$ cat src/rtl/lcd_hex_writer.sv
// lcd_hex_writer
//   Drives an HD44780-compatible character LCD over its 8-bit write-only bus.
//   After reset it waits T_POWERUP cycles, sends the init commands
//   38/0C/01/06, then shows a 32-bit word as 8 upper-case hex characters on
//   line 1 whenever Update is pulsed. All bus timing is in clock cycles.
//
// Ports
//   CLK       in   system clock, rising edge
//   RST       in   synchronous active-high reset
//   Value     in   32-bit word to display, sampled on an accepted Update
//   Update    in   single-cycle refresh request
//   Busy      out  high during power-up, init or a refresh
//   LCD_RS    out  0 = command, 1 = character data
//   LCD_RW    out  tied to 0
//   LCD_E     out  enable strobe
//   LCD_DATA  out  command / character byte
module lcd_hex_writer #(
   parameter int T_POWERUP = 2000000,
   parameter int T_SETUP   = 2,
   parameter int T_PULSE   = 12,
   parameter int T_WAIT    = 2500,
   parameter int T_CLEAR   = 82000
) (
   input  logic        CLK,
   input  logic        RST,
   input  logic [31:0] Value,
   input  logic        Update,
   output logic        Busy,
   output logic        LCD_RS,
   output logic        LCD_RW,
   output logic        LCD_E,
   output logic [7:0]  LCD_DATA
);

   function automatic int max2(input int a, input int b);
      return (a > b) ? a : b;
   endfunction

   // One shared counter serves every timed phase, so it is sized for the
   // longest of them.
   localparam int T_MAX = max2(max2(max2(T_POWERUP, T_SETUP), max2(T_PULSE, T_WAIT)), T_CLEAR);
   localparam int CW    = $clog2(T_MAX + 1);

   localparam logic [CW-1:0] POWERUP_LAST = CW'(T_POWERUP - 1);
   localparam logic [CW-1:0] SETUP_LAST   = CW'(T_SETUP - 1);
   localparam logic [CW-1:0] PULSE_LAST   = CW'(T_PULSE - 1);
   localparam logic [CW-1:0] WAIT_LAST    = CW'(T_WAIT - 1);
   localparam logic [CW-1:0] CLEAR_LAST   = CW'(T_CLEAR - 1);

   localparam logic [7:0] CMD_CLEAR = 8'h01;
   localparam logic [7:0] CMD_HOME  = 8'h80;

   typedef enum logic [1:0] {
      ST_PWRUP,
      ST_INIT,
      ST_IDLE,
      ST_SEND
   } state_t;

   typedef enum logic [1:0] {
      PH_SETUP,
      PH_PULSE,
      PH_WAIT
   } phase_t;

   state_t        state_reg;
   phase_t        phase_reg;
   logic [CW-1:0] cnt_reg;
   logic [3:0]    idx_reg;
   logic [31:0]   value_reg;
   logic [31:0]   pending_value_reg;
   logic          pending_reg;
   logic          busy_reg;
   logic          rs_reg;
   logic          e_reg;
   logic [7:0]    data_reg;

   logic [CW-1:0] wait_last;
   logic          last_byte;

   function automatic logic [7:0] init_cmd(input logic [3:0] i);
      case (i)
         4'd1:    return 8'h0C;
         4'd2:    return 8'h01;
         4'd3:    return 8'h06;
         default: return 8'h38;
      endcase
   endfunction

   // Nibble i of the word, counted from the most-significant end.
   function automatic logic [3:0] nibble_sel(input logic [31:0] v, input logic [3:0] i);
      case (i)
         4'd0:    return v[31:28];
         4'd1:    return v[27:24];
         4'd2:    return v[23:20];
         4'd3:    return v[19:16];
         4'd4:    return v[15:12];
         4'd5:    return v[11:8];
         4'd6:    return v[7:4];
         default: return v[3:0];
      endcase
   endfunction

   // 0-9 -> '0'..'9', A-F -> 'A'..'F' ('A' = 8'h37 + 10).
   function automatic logic [7:0] hex_char(input logic [3:0] n);
      if (n < 4'd10)
         return 8'h30 + {4'h0, n};
      else
         return 8'h37 + {4'h0, n};
   endfunction

   // Only the clear-display command needs the long settle time.
   assign wait_last = (!rs_reg && data_reg == CMD_CLEAR) ? CLEAR_LAST : WAIT_LAST;
   assign last_byte = (state_reg == ST_INIT) ? (idx_reg == 4'd3) : (idx_reg == 4'd8);

   always_ff @(posedge CLK) begin
      if (RST) begin
         state_reg         <= ST_PWRUP;
         phase_reg         <= PH_SETUP;
         cnt_reg           <= '0;
         idx_reg           <= '0;
         value_reg         <= '0;
         pending_value_reg <= '0;
         pending_reg       <= 1'b0;
         busy_reg          <= 1'b1;
         rs_reg            <= 1'b0;
         e_reg             <= 1'b0;
         data_reg          <= 8'h00;
      end else begin
         // Requests arriving while busy are parked; the newest one wins.
         // The end-of-transfer branch below overrides this when it consumes
         // the request directly.
         if (Update && busy_reg) begin
            pending_reg       <= 1'b1;
            pending_value_reg <= Value;
         end

         case (state_reg)
            ST_PWRUP: begin
               if (cnt_reg == POWERUP_LAST) begin
                  state_reg <= ST_INIT;
                  phase_reg <= PH_SETUP;
                  cnt_reg   <= '0;
                  idx_reg   <= '0;
                  rs_reg    <= 1'b0;
                  data_reg  <= init_cmd(4'd0);
               end else begin
                  cnt_reg <= cnt_reg + 1'b1;
               end
            end

            ST_IDLE: begin
               if (Update) begin
                  value_reg <= Value;
                  state_reg <= ST_SEND;
                  phase_reg <= PH_SETUP;
                  cnt_reg   <= '0;
                  idx_reg   <= '0;
                  rs_reg    <= 1'b0;
                  data_reg  <= CMD_HOME;
                  busy_reg  <= 1'b1;
               end
            end

            default: begin
               // ST_INIT and ST_SEND share the byte-transfer sequencer.
               case (phase_reg)
                  PH_SETUP: begin
                     if (cnt_reg == SETUP_LAST) begin
                        phase_reg <= PH_PULSE;
                        cnt_reg   <= '0;
                        e_reg     <= 1'b1;
                     end else begin
                        cnt_reg <= cnt_reg + 1'b1;
                     end
                  end

                  PH_PULSE: begin
                     if (cnt_reg == PULSE_LAST) begin
                        phase_reg <= PH_WAIT;
                        cnt_reg   <= '0;
                        e_reg     <= 1'b0;
                     end else begin
                        cnt_reg <= cnt_reg + 1'b1;
                     end
                  end

                  default: begin
                     if (cnt_reg == wait_last) begin
                        cnt_reg <= '0;
                        if (!last_byte) begin
                           idx_reg   <= idx_reg + 4'd1;
                           phase_reg <= PH_SETUP;
                           if (state_reg == ST_INIT) begin
                              rs_reg   <= 1'b0;
                              data_reg <= init_cmd(idx_reg + 4'd1);
                           end else begin
                              rs_reg   <= 1'b1;
                              data_reg <= hex_char(nibble_sel(value_reg, idx_reg));
                           end
                        end else if (Update || pending_reg) begin
                           // Chain straight into a refresh; Busy stays high.
                           // A request on this very cycle is newer than the
                           // parked one.
                           value_reg   <= Update ? Value : pending_value_reg;
                           pending_reg <= 1'b0;
                           state_reg   <= ST_SEND;
                           phase_reg   <= PH_SETUP;
                           idx_reg     <= '0;
                           rs_reg      <= 1'b0;
                           data_reg    <= CMD_HOME;
                        end else begin
                           state_reg <= ST_IDLE;
                           busy_reg  <= 1'b0;
                        end
                     end else begin
                        cnt_reg <= cnt_reg + 1'b1;
                     end
                  end
               endcase
            end
         endcase
      end
   end

   assign Busy     = busy_reg;
   assign LCD_RS   = rs_reg;
   assign LCD_RW   = 1'b0;
   assign LCD_E    = e_reg;
   assign LCD_DATA = data_reg;

endmodule

$ cat config.mk
export PLATFORM = sky130hd
export DESIGN_NAME = lcd_hex_writer
export DESIGN_NICKNAME = d
export VERILOG_FILES = /design/src/rtl/lcd_hex_writer.sv
export SDC_FILE = /design/constraint.sdc
export NUM_CORES = 1
export LEC_CHECK = 0
export ABC_AREA = 1
export BUFFER_PORTS_ARGS = -buffer_cell sky130_fd_sc_hd__clkbuf_2
export CORE_UTILIZATION = 57
export CTS_BUF_LIST = sky130_fd_sc_hd__clkbuf_4 sky130_fd_sc_hd__clkbuf_8
export DETAILED_ROUTE_END_ITERATION = 12
export PLACE_DENSITY = 0.79
export REMOVE_ABC_BUFFERS = 1
export SLEW_MARGIN = 5
export SYNTH_ARGS = -nofsm -noshare
export SYNTH_HDL_FRONTEND = slang
export SYNTH_SLANG_ARGS = --single-unit
$ cat constraint.sdc
create_clock -name CLK -period 4.3 [get_ports CLK]
set_input_delay 0 -clock CLK [delete_from_list [all_inputs] [get_ports CLK]]
set_output_delay 0 -clock CLK [all_outputs]
set_load 0.01 [all_outputs]
==> run metrics, run 1 <==
initial antenna violation count=0; WP data required=4.62 ns; # resized after CTS=0; WHS Path Cells=2; worst reg-to-reg path cell count=10; Mean Syn Cell Area=between 6 and 7 um2; Clock Tree Buf Depth=2; root buffer cell=clkbuf_8; Cells after Synth=911; P&R area growth vs syn=12.82%; Sink Count=105; type of the worst min-delay path=in2reg; core area=around 9800 um2; Final setup viols=0; crit end category=flip-flop; Commonest cells post-synth=nand2_1, nor2_1, inv_1; TNS Setup=0 ns; Pleak=approximately 3.1 nW; met2 WL post-DR=6.051 mm; min Tclk post-route=3.005 ns; reg2reg end=value_reg[7]$_SDFFE_PP0P_; top post-synthesis cells by area=dfxtp_1, nand2_1, nor2_1, inv_1, o21ai_0; Yosys top cell by area=dfxtp_1; Seq/Total Area, Yosys=36.45%; combinational share of power=about 8.1%; Cell Pwr Density=274.5 nW/um2; post-synthesis cell type count=35; Worst EP arrival=3.32 ns; RSZ-0062 raised after global routing=no; Fmax=between 300 and 400 MHz; Post-synth ARST share=0%; Routed WL=between 10 and 15 mm; TritonCTS buffer count=9; maximum vdd drop=0.2787 mV; number of synthesized flops with an enable pin=0; final setup margin=around 1.3 ns; post-synth top area share=between 30% and 40%; DRC=0; delay of the slowest critical-path stage=0.56 ns; Startpoint Class=flip-flop; Worst-path clk slew=0.10 ns; gpl congestion=0.8928; Finished Core Util=66.56%; Max Used Layer=met4; Tightest Pin Transition=0.8989 ns; drt first pass iters=4; Placement Cell Area=about 6000 um2; number of routed nets with antenna violations=0; sequential power share=56.4%; clock power share=35.6%; worst hold start=RST; hold endpoint=LCD_RS$_SDFFE_PP0P_; fillers=a little over 900; pin count of the biggest net entering global routing=60; CTS tree=built; pre-CTS WS=1.360 ns; Initial Utilization=59.00%; Worst setup startpoint=idx_reg[2]$_SDFFE_PP0P_; Final Power=1.786 mW; Max Clock Skew=0.01217 ns; GRT overflow=0; Hold Slack=around 0.028 ns; cell row count=36; wire per inst=11.76 um; reg-to-reg startpoint=idx_reg[2]$_SDFFE_PP0P_; r2r setup slk=roughly 1.3 ns; Die ar.=10520 um2; metal1 wirelength=6.089 mm; vias in the first global route=approximately 5.0k; die width=102.6 um; n_diodes=0; IO Port Bufs=45; Met3 Routed Length=536 um; first-pass GRT wire length=21.99 mm; CP delay by family, top=simple AND/OR/NAND/NOR gates; Max Slew Vio Count=0; via count=5533; Sw Pwr=0.4271 mW; H-tree Lvls=3; worst path cell trace=nor2_2 > nand2_1 > a21oi_2 > nor2_1 > nor2_1 > nand3_2 > buf_4 > nand2_1 > nand2_1 > nor2_1; nets=1004; Tcrit/Tclk final=69.88%; Worst-Skew Late Latency=approximately 0.38 ns; DR iter-0 viols=207; Power Internal=1.359 mW; Critical Path Fanout Max=36; Final Hold Violating Endpoints=0; Die H=102.6 um; CP max-delay cell=nand3_2; synthesized area=5767 um2; synthesized flop and latch total=approximately 110; most frequent cell after synthesis=nand2_1; Crit Path Class=reg2reg; status=finished, final reports clean; WP buf/inv=1; most common flop cell mapped by yosys=dfxtp_1; placed wire-length estimate=between 8 and 9 mm; relative slew slack=~40%; Switching Share=between 20% and 30%; fin area=6506 um2; Max Cap Violations=0; I/O pins=47; GRT Total Usage=26.35%; fin cells=1100; post-placement cell count=1051; yosys warns=0; ratio of cells with drive above 1 in the final layout=10.96%; detail-routed via count per cell=5.030
## worst reg2reg max path: cells and delay by family (launching register included)
kind | cells | cell delay [ns]
and+or+nand+nor | 8 | 1.73
DFF | 1 | 0.47
buffers and inverters | 1 | 0.48
AOI/OAI and AO/OA | 1 | 0.26
## cell families after synthesis
group	share of synthesized area [%]
other	0.06503
buffers and inverters	12.02
DFF	36.45
AOI/OAI and AO/OA	12.74
and+or+nand+nor	34.22
muxes	1.172
adders and majority gates	1.519
xor gates and xnor gates	1.823
## cell usage in the layout (no fill, tap or decap), drive strengths merged
master       instances
nor2               155
xor2                11
clkinv               5
buf                  3
nand3               56
conb                 1
nor3b                1
a21oi               54
nand2              222
xnor2                1
o211ai               1
or2                  2
ha                   7
o21ai               79
dfxtp              105
o22ai                3
mux2                 6
a31oi                1
nor4                 1
clkbuf              56
inv                127
o211a                1
dlygate4sd3         33
nor3                15
nand4               18
o31ai                2
bufinv               1
## per-layer routing
metal / global-route usage, % / vias to the layer above
met5: 0 / -
met3: 4.949 / 26
met2: 45.74 / 111
met1: 32.17 / 2441
met4: 10.33 / 0
li1: - / 2955
## layout make-up
cell class | instances | area [um2] | area share (%)
multi-input cells | 637 | 2974 | 45.71
flip-flops and latches | 105 | 2102 | 32.31
repair buffers | 81 | 578.1 | 8.885
inverters | 128 | 480.5 | 7.385
well taps | 133 | 166.4 | 2.558
clock buffers | 11 | 151.4 | 2.327
clock inverters | 5 | 53.80 | 0.8269
## power groups by stage
stage | Clock, mW | Combinational (mW) | Sequential (mW)
after floorplan | 0 | 0.0765 | 1.03
after global placement | 0 | 0.118 | 1.03
after detailed placement | 0 | 0.119 | 1.03
after CTS | 0.649 | 0.143 | 1.01
after global routing | 0.682 | 0.166 | 1.01
final | 0.636 | 0.144 | 1.01
## worst max-delay path by stage
stage / end / slack, ns / depth (start not counted)
final: value_reg[7]$_SDFFE_PP0P_ / 1.30 / 10
after global routing: value_reg[24]$_SDFFE_PP0P_ / 0.91 / 10
after CTS: value_reg[26]$_SDFFE_PP0P_ / 1.31 / 10
after detailed placement: value_reg[26]$_SDFFE_PP0P_ / 1.36 / 10
after global placement: value_reg[22]$_SDFFE_PP0P_ / 1.43 / 10
after floorplan: value_reg[0]$_SDFFE_PP0P_ / 1.85 / 8
## repair_timing
item / 4_1_cts / 5_1_grt
setup buffers: 0 / 0
endpoints found under the hold margin: 57 / 0
hold buffers: 33 / 0
No activity file was read; power rests on OpenSTA's default activity.
==> inputs of run 2 (changes only) <==
==> constraint.sdc (replaced) <==
create_clock -name CLK -period 2.9 [get_ports CLK]
set_input_delay 0 -clock CLK [delete_from_list [all_inputs] [get_ports CLK]]
set_output_delay 0 -clock CLK [all_outputs]
set_load 0.01 [all_outputs]
==> run 2 against run 1 <==
Utilization is 0.55 points higher; clock skew hardly changed; first-iteration DRC count is 53% higher; clock-buffer cell count is 1 lower; fmax is 24% higher; combinational power is 51% higher; critical path type unchanged; global-route usage is 0.98 points higher; via count is 2.0% higher; non-clock buffer count is 8 higher; largest cell class unchanged.
==> run metrics, run 2 (synthesis results as in run 1) <==
status=finished, final reports clean; first-pass GRT wire length=22.49 mm; Sink Count=~110; crit end category=flip-flop; worst reg-to-reg path cell count=12; RSZ-0062 raised after global routing=no; cell row count=36; H-tree Lvls=3; Die H=~100 um; Worst-Skew Late Latency=0.39 ns; reg2reg end=value_reg[28]$_SDFFE_PP0P_; drt first pass iters=7; ratio of cells with drive above 1 in the final layout=11.69%; register area=2102 um2; Routed WL=roughly 13 mm; worst path cell trace=inv_1 > ha_1 > buf_4 > a21oi_2 > a21oi_2 > nor2_1 > nor2_1 > nand3_2 > buf_4 > nand2_1 > nand2_1 > nor2_1; Clock Tree Buf Depth=2; detail-routed via count per cell=about 5.1; area of the multi-input gates=2974 um2; Pleak=3.156 nW; core area=9774 um2; maximum vdd drop=0.4321 mV; commonest cells after routing, fill and taps aside=nand2_1, nor2_1, inv_1; via count=around 5.6k; Final setup viols=0; number of routed nets with antenna violations=0; Worst setup startpoint=idx_reg[0]$_SDFFE_PP0P_; vias in the first global route=around 5.0k; relative slew slack=between 50% and 60%; Startpoint Class=flip-flop; nets=1012; r2r setup slk=between 0.4 and 0.5 ns; fin area=around 6600 um2; TNS Setup=0 ns; CP dominant cell by count=nor2_1; most common cell after layout, fill and taps aside=nand2_1; GRT overflow=0; Finished Core Util=between 60 and 70%; pin count of the biggest net entering global routing=59; TritonCTS buffer count=9; Critical Path Fanout Max=43; min Tclk post-route=2.423 ns; Fmax=~410 MHz; CTS tree=built; delay of the slowest critical-path stage=0.41 ns; WP data required=roughly 3.2 ns; die width=102.6 um; worst hold start=RST; gpl congestion=0.9338; hold endpoint=cnt_reg[6]$_SDFFE_PP0N_; Final Power=around 2.6 mW; DR iter-0 viols=about 320; GRT Total Usage=27.33%; reg-to-reg startpoint=idx_reg[0]$_SDFFE_PP0P_; Cell Pwr Density=approximately 400 nW/um2; DRC=0; Tightest Pin Transition=0.6271 ns; CP max-delay cell=dfxtp_1; Placement Cell Area=6031 um2; fillers=about 900; Initial Utilization=about three fifths; n_diodes=0; placed wire-length estimate=around 9 mm; Final Hold Violating Endpoints=0; Max Clock Skew=~0.012 ns; Tcrit/Tclk final=83.55%; root buffer cell=clkbuf_8; IO Port Bufs=45; wire per inst=12.00 um; Crit Path Class=reg2reg; Max Cap Violations=0; type of the worst min-delay path=in2reg; Max Slew Vio Count=0; Worst-path clk slew=0.10 ns; Worst EP arrival=2.71 ns; I/O pins=47; WHS Path Cells=2; initial antenna violation count=0; fin cells=1108; Die ar.=10520 um2; post-placement cell count=1059; P&R area growth vs syn=13.76%
[run 2: repair_timing]
action | 4_1_cts | 5_1_grt
endpoints found under the setup margin | 0 | 0
hold endpoints to repair | 64 | 0
resized for setup | 0 | 0
setup buffers | 0 | 0
hold buffers | 33 | 0
[run 2: worst max-delay path: cells and delay by family (launching register included)]
| family | cells | cell delay, ns |
|---|---|---|
| buffers and inverters | 3 | 0.64 |
| and+or+nand+nor | 6 | 0.78 |
| adders and majority gates | 1 | 0.26 |
| DFF | 1 | 0.41 |
| AOI/OAI and AO/OA | 2 | 0.23 |
[run 2: worst max-delay path by stage]
stage / to / cells after the start
final: value_reg[28]$_SDFFE_PP0P_ / 12
after global routing: value_reg[28]$_SDFFE_PP0P_ / 12
after CTS: value_reg[21]$_SDFFE_PP0P_ / 12
after detailed placement: value_reg[20]$_SDFFE_PP0P_ / 12
after global placement: value_reg[22]$_SDFFE_PP0P_ / 12
after floorplan: value_reg[0]$_SDFFE_PP0P_ / 8
[run 2: report_power, final]
group / internal, mW / total (mW) / switching [mW] / leakage (nW)
sequential: 1.48 / 1.49 / 0.0148 / 0.855
clock: 0.412 / 0.926 / 0.514 / 0.0963
combinational: 0.0956 / 0.217 / 0.121 / 2.20
[run 2: metrics by stage]
step	hold slack [ns]	setup WS, ns
floorplan	0.06907	0.4517
global placement	0.2685	0.5612
detailed placement	0.2777	0.5208
CTS	0.005998	0.4991
global route	0.02617	0.2690
finish	0.03361	0.4770
[run 2: cell type report]
| class | count | area share, % |
|---|---|---|
| Clock buffer | 10 | 2.003 |
| Clock inverter | 6 | 1.030 |
| Inverter | 128 | 7.324 |
| Multi-Input combinational cell | 637 | 45.34 |
| Sequential cell | 105 | 32.04 |
| Tap cell | 133 | 2.537 |
| Timing Repair Buffer | 89 | 9.727 |
[run 2: per-layer routing]
| layer | global-route usage [%] | vias to the layer above | part of all wire, % |
|---|---|---|---|
| li1 | - | 2970 | - |
| met1 | 33.92 | 2516 | 46 |
| met2 | 46.56 | 139 | 48 |
| met3 | 6.847 | 16 | 4.7 |
| met4 | 8.352 | 0 | 1.2 |
| met5 | 0 | - | 0 |
==> inputs of run 3 (changes only) <==
==> constraint.sdc (replaced) <==
create_clock -name CLK -period 2.35 [get_ports CLK]
set_input_delay 0 -clock CLK [delete_from_list [all_inputs] [get_ports CLK]]
set_output_delay 0 -clock CLK [all_outputs]
set_load 0.01 [all_outputs]
==> run 3 against run 2 <==
Non-clock buffer count up 8; largest power group unchanged; critical path depth up 2; largest cell class unchanged; critical endpoint is now LCD_DATA[2]$_SDFFE_PP0P_; register-to-register slack worse by 0.24 ns.
==> run metrics, run 3 (synthesis results as in run 1) <==
Max Slew Vio Count=0; RSZ-0062 raised after global routing=no; first-pass GRT wire length=between 20 and 25 mm; initial antenna violation count=0; number of routed nets with antenna violations=0; sequential power share=56.5%; worst hold start=RST; most common cell after layout, fill and taps aside=nand2_1; Worst EP arrival=2.40 ns; delay of the slowest critical-path stage=0.37 ns; gpl congestion=0.9461; root buffer cell=clkbuf_8; H-tree Lvls=3; fin cells=approximately 1.1k; Worst-Skew Late Latency=0.39 ns; drt first pass iters=5; status=finished, final reports clean; Routed WL=13.77 mm; ratio of cells with drive above 1 in the final layout=13.12%; worst path cell trace=nor2_2 > buf_4 > nand2_1 > nand2_1 > nor2_4 > nand2_2 > nor2_1 > nor2_1 > ha_1 > nand3_1 > a21oi_1 > nand2_1 > a21oi_1 > nor2_1; Final Power=3.259 mW; Critical Path Fanout Max=12; relative slew slack=55.73%; Sw Pwr=0.7972 mW; Tightest Pin Transition=0.6625 ns; Sink Count=105; Crit Path Class=reg2reg; register area=2105 um2; pre-CTS WS=about 0.14 ns; Die ar.=roughly 11000 um2; CP max-delay cell=dfxtp_1; WHS Path Cells=4; Cell Pwr Density=489.0 nW/um2; Worst setup startpoint=idx_reg[3]$_SDFFE_PP0P_; GRT Total Usage=roughly 28%; GRT overflow=0; min Tclk post-route=roughly 2.1 ns; DR iter-0 viols=274; worst reg-to-reg path cell count=14; IO Port Bufs=between 40 and 50; Startpoint Class=flip-flop; Max Clock Skew=0.007714 ns; pin count of the biggest net entering global routing=48; maximum vdd drop=0.3976 mV; wire per inst=roughly 12 um; crit end category=flip-flop; Final setup viols=0; final setup margin=0.2328 ns; area of the multi-input gates=between 2000 and 3000 um2; via count=around 5.7k; DRC=0; stages on the worst setup path=14; Pleak=3.210 nW; post-placement cell count=1067; I/O pins=47; Power Internal=2.462 mW; placed wire-length estimate=between 9 and 10 mm; clock power share=35.1%; vias in the first global route=roughly 5.3k; type of the worst min-delay path=in2reg; Placement Cell Area=6116 um2; fillers=about 910; detail-routed via count per cell=5.121; CTS tree=built; Clock Tree Buf Depth=2; Switching Share=24.46%; cell row count=36; core area=9774 um2; Die H=102.6 um; fin area=6664 um2; n_diodes=0; CP delay by family, top=simple AND/OR/NAND/NOR gates; Tcrit/Tclk final=approximately 90%; nets=1020; WP buf/inv=1; Post CTS Setup Buffer Count=0; reg-to-reg startpoint=idx_reg[3]$_SDFFE_PP0P_; Initial Utilization=between 50% and 60%; combinational share of power=8.4%; Worst-path clk slew=0.10 ns; die width=102.6 um; TritonCTS buffer count=9; Fmax=472.3 MHz; Max Cap Violations=0; Final Hold Violating Endpoints=0; WP data required=between 2 and 3 ns; commonest cells after routing, fill and taps aside=nand2_1, nor2_1, inv_1; P&R area growth vs syn=15.56%
run 3: changes by cell type in the layout (fill, tap and decap cells not counted), moves of 2 or more:
| cell | change |
|---|---|
| buf_4 | +6 |
| ha_1 | -3 |
| ha_2 | +3 |
| buf_12 | +2 |
| dfxtp_1 | -2 |
| dfxtp_2 | +2 |
run 3: path summary, 6_finish.rpt:
kind                            slack [ns]                                  to
worst max-delay path                  0.23            LCD_DATA[2]$_SDFFE_PP0P_
worst min-delay path                  0.01           value_reg[3]$_SDFFE_PP0P_
worst max register to register        0.23            LCD_DATA[2]$_SDFFE_PP0P_
worst min register to register        0.45  pending_value_reg[20]$_SDFFE_PP0P_
run 3: what timing repair did:
action,4_1_cts,5_1_grt
setup endpoints to repair,0,11
gates resized for setup,0,8
hold buffers,33,0
hold endpoints to repair,65,0
run 3: cell type report:
type	count	share of cell area, %
well taps	133	2.497
inverters	128	7.210
repair buffers	97	10.85
clock buffers	11	2.084
multi-input cells	637	44.93
flip-flops and latches	105	31.58
clock inverters	5	0.8449
run 3: metrics by stage:
step / hold slack (ns) / TNS [ns] / util (%)
6_report: 0.01462 / 0 / 68.18
5_1_grt: 0.03128 / 0 / 68.18
4_1_cts: 0.002164 / 0 / 67.95
3_5_place_dp: 0.2797 / 0 / 62.57
3_3_place_gp: 0.2727 / 0 / 62.57
2_1_floorplan: 0.06907 / -3.206 / -
run 3: power by group through the flow:
stage | clock network [mW] | registers [mW] | logic, mW
3_5_place_dp | 0 | 1.88 | 0.226
2_1_floorplan | 0 | 1.88 | 0.140
3_3_place_gp | 0 | 1.88 | 0.222
6_report | 1.14 | 1.84 | 0.274
4_1_cts | 1.16 | 1.84 | 0.270
5_1_grt | 1.25 | 1.85 | 0.312
run 3: routing by layer:
layer	GRT usage (%)	vias up	share of wire (%)
li1	-	2984	-
met4	9.341	0	2.0
met1	35.02	2554	44
met5	0	-	0
met3	6.780	24	6.2
met2	48.92	153	47
run 3: worst min-delay path: stages:
cell,delay (ns)
clkbuf_2,0.10
inv_2,0.13
nand2_1,0.11
nor2_1,0.03
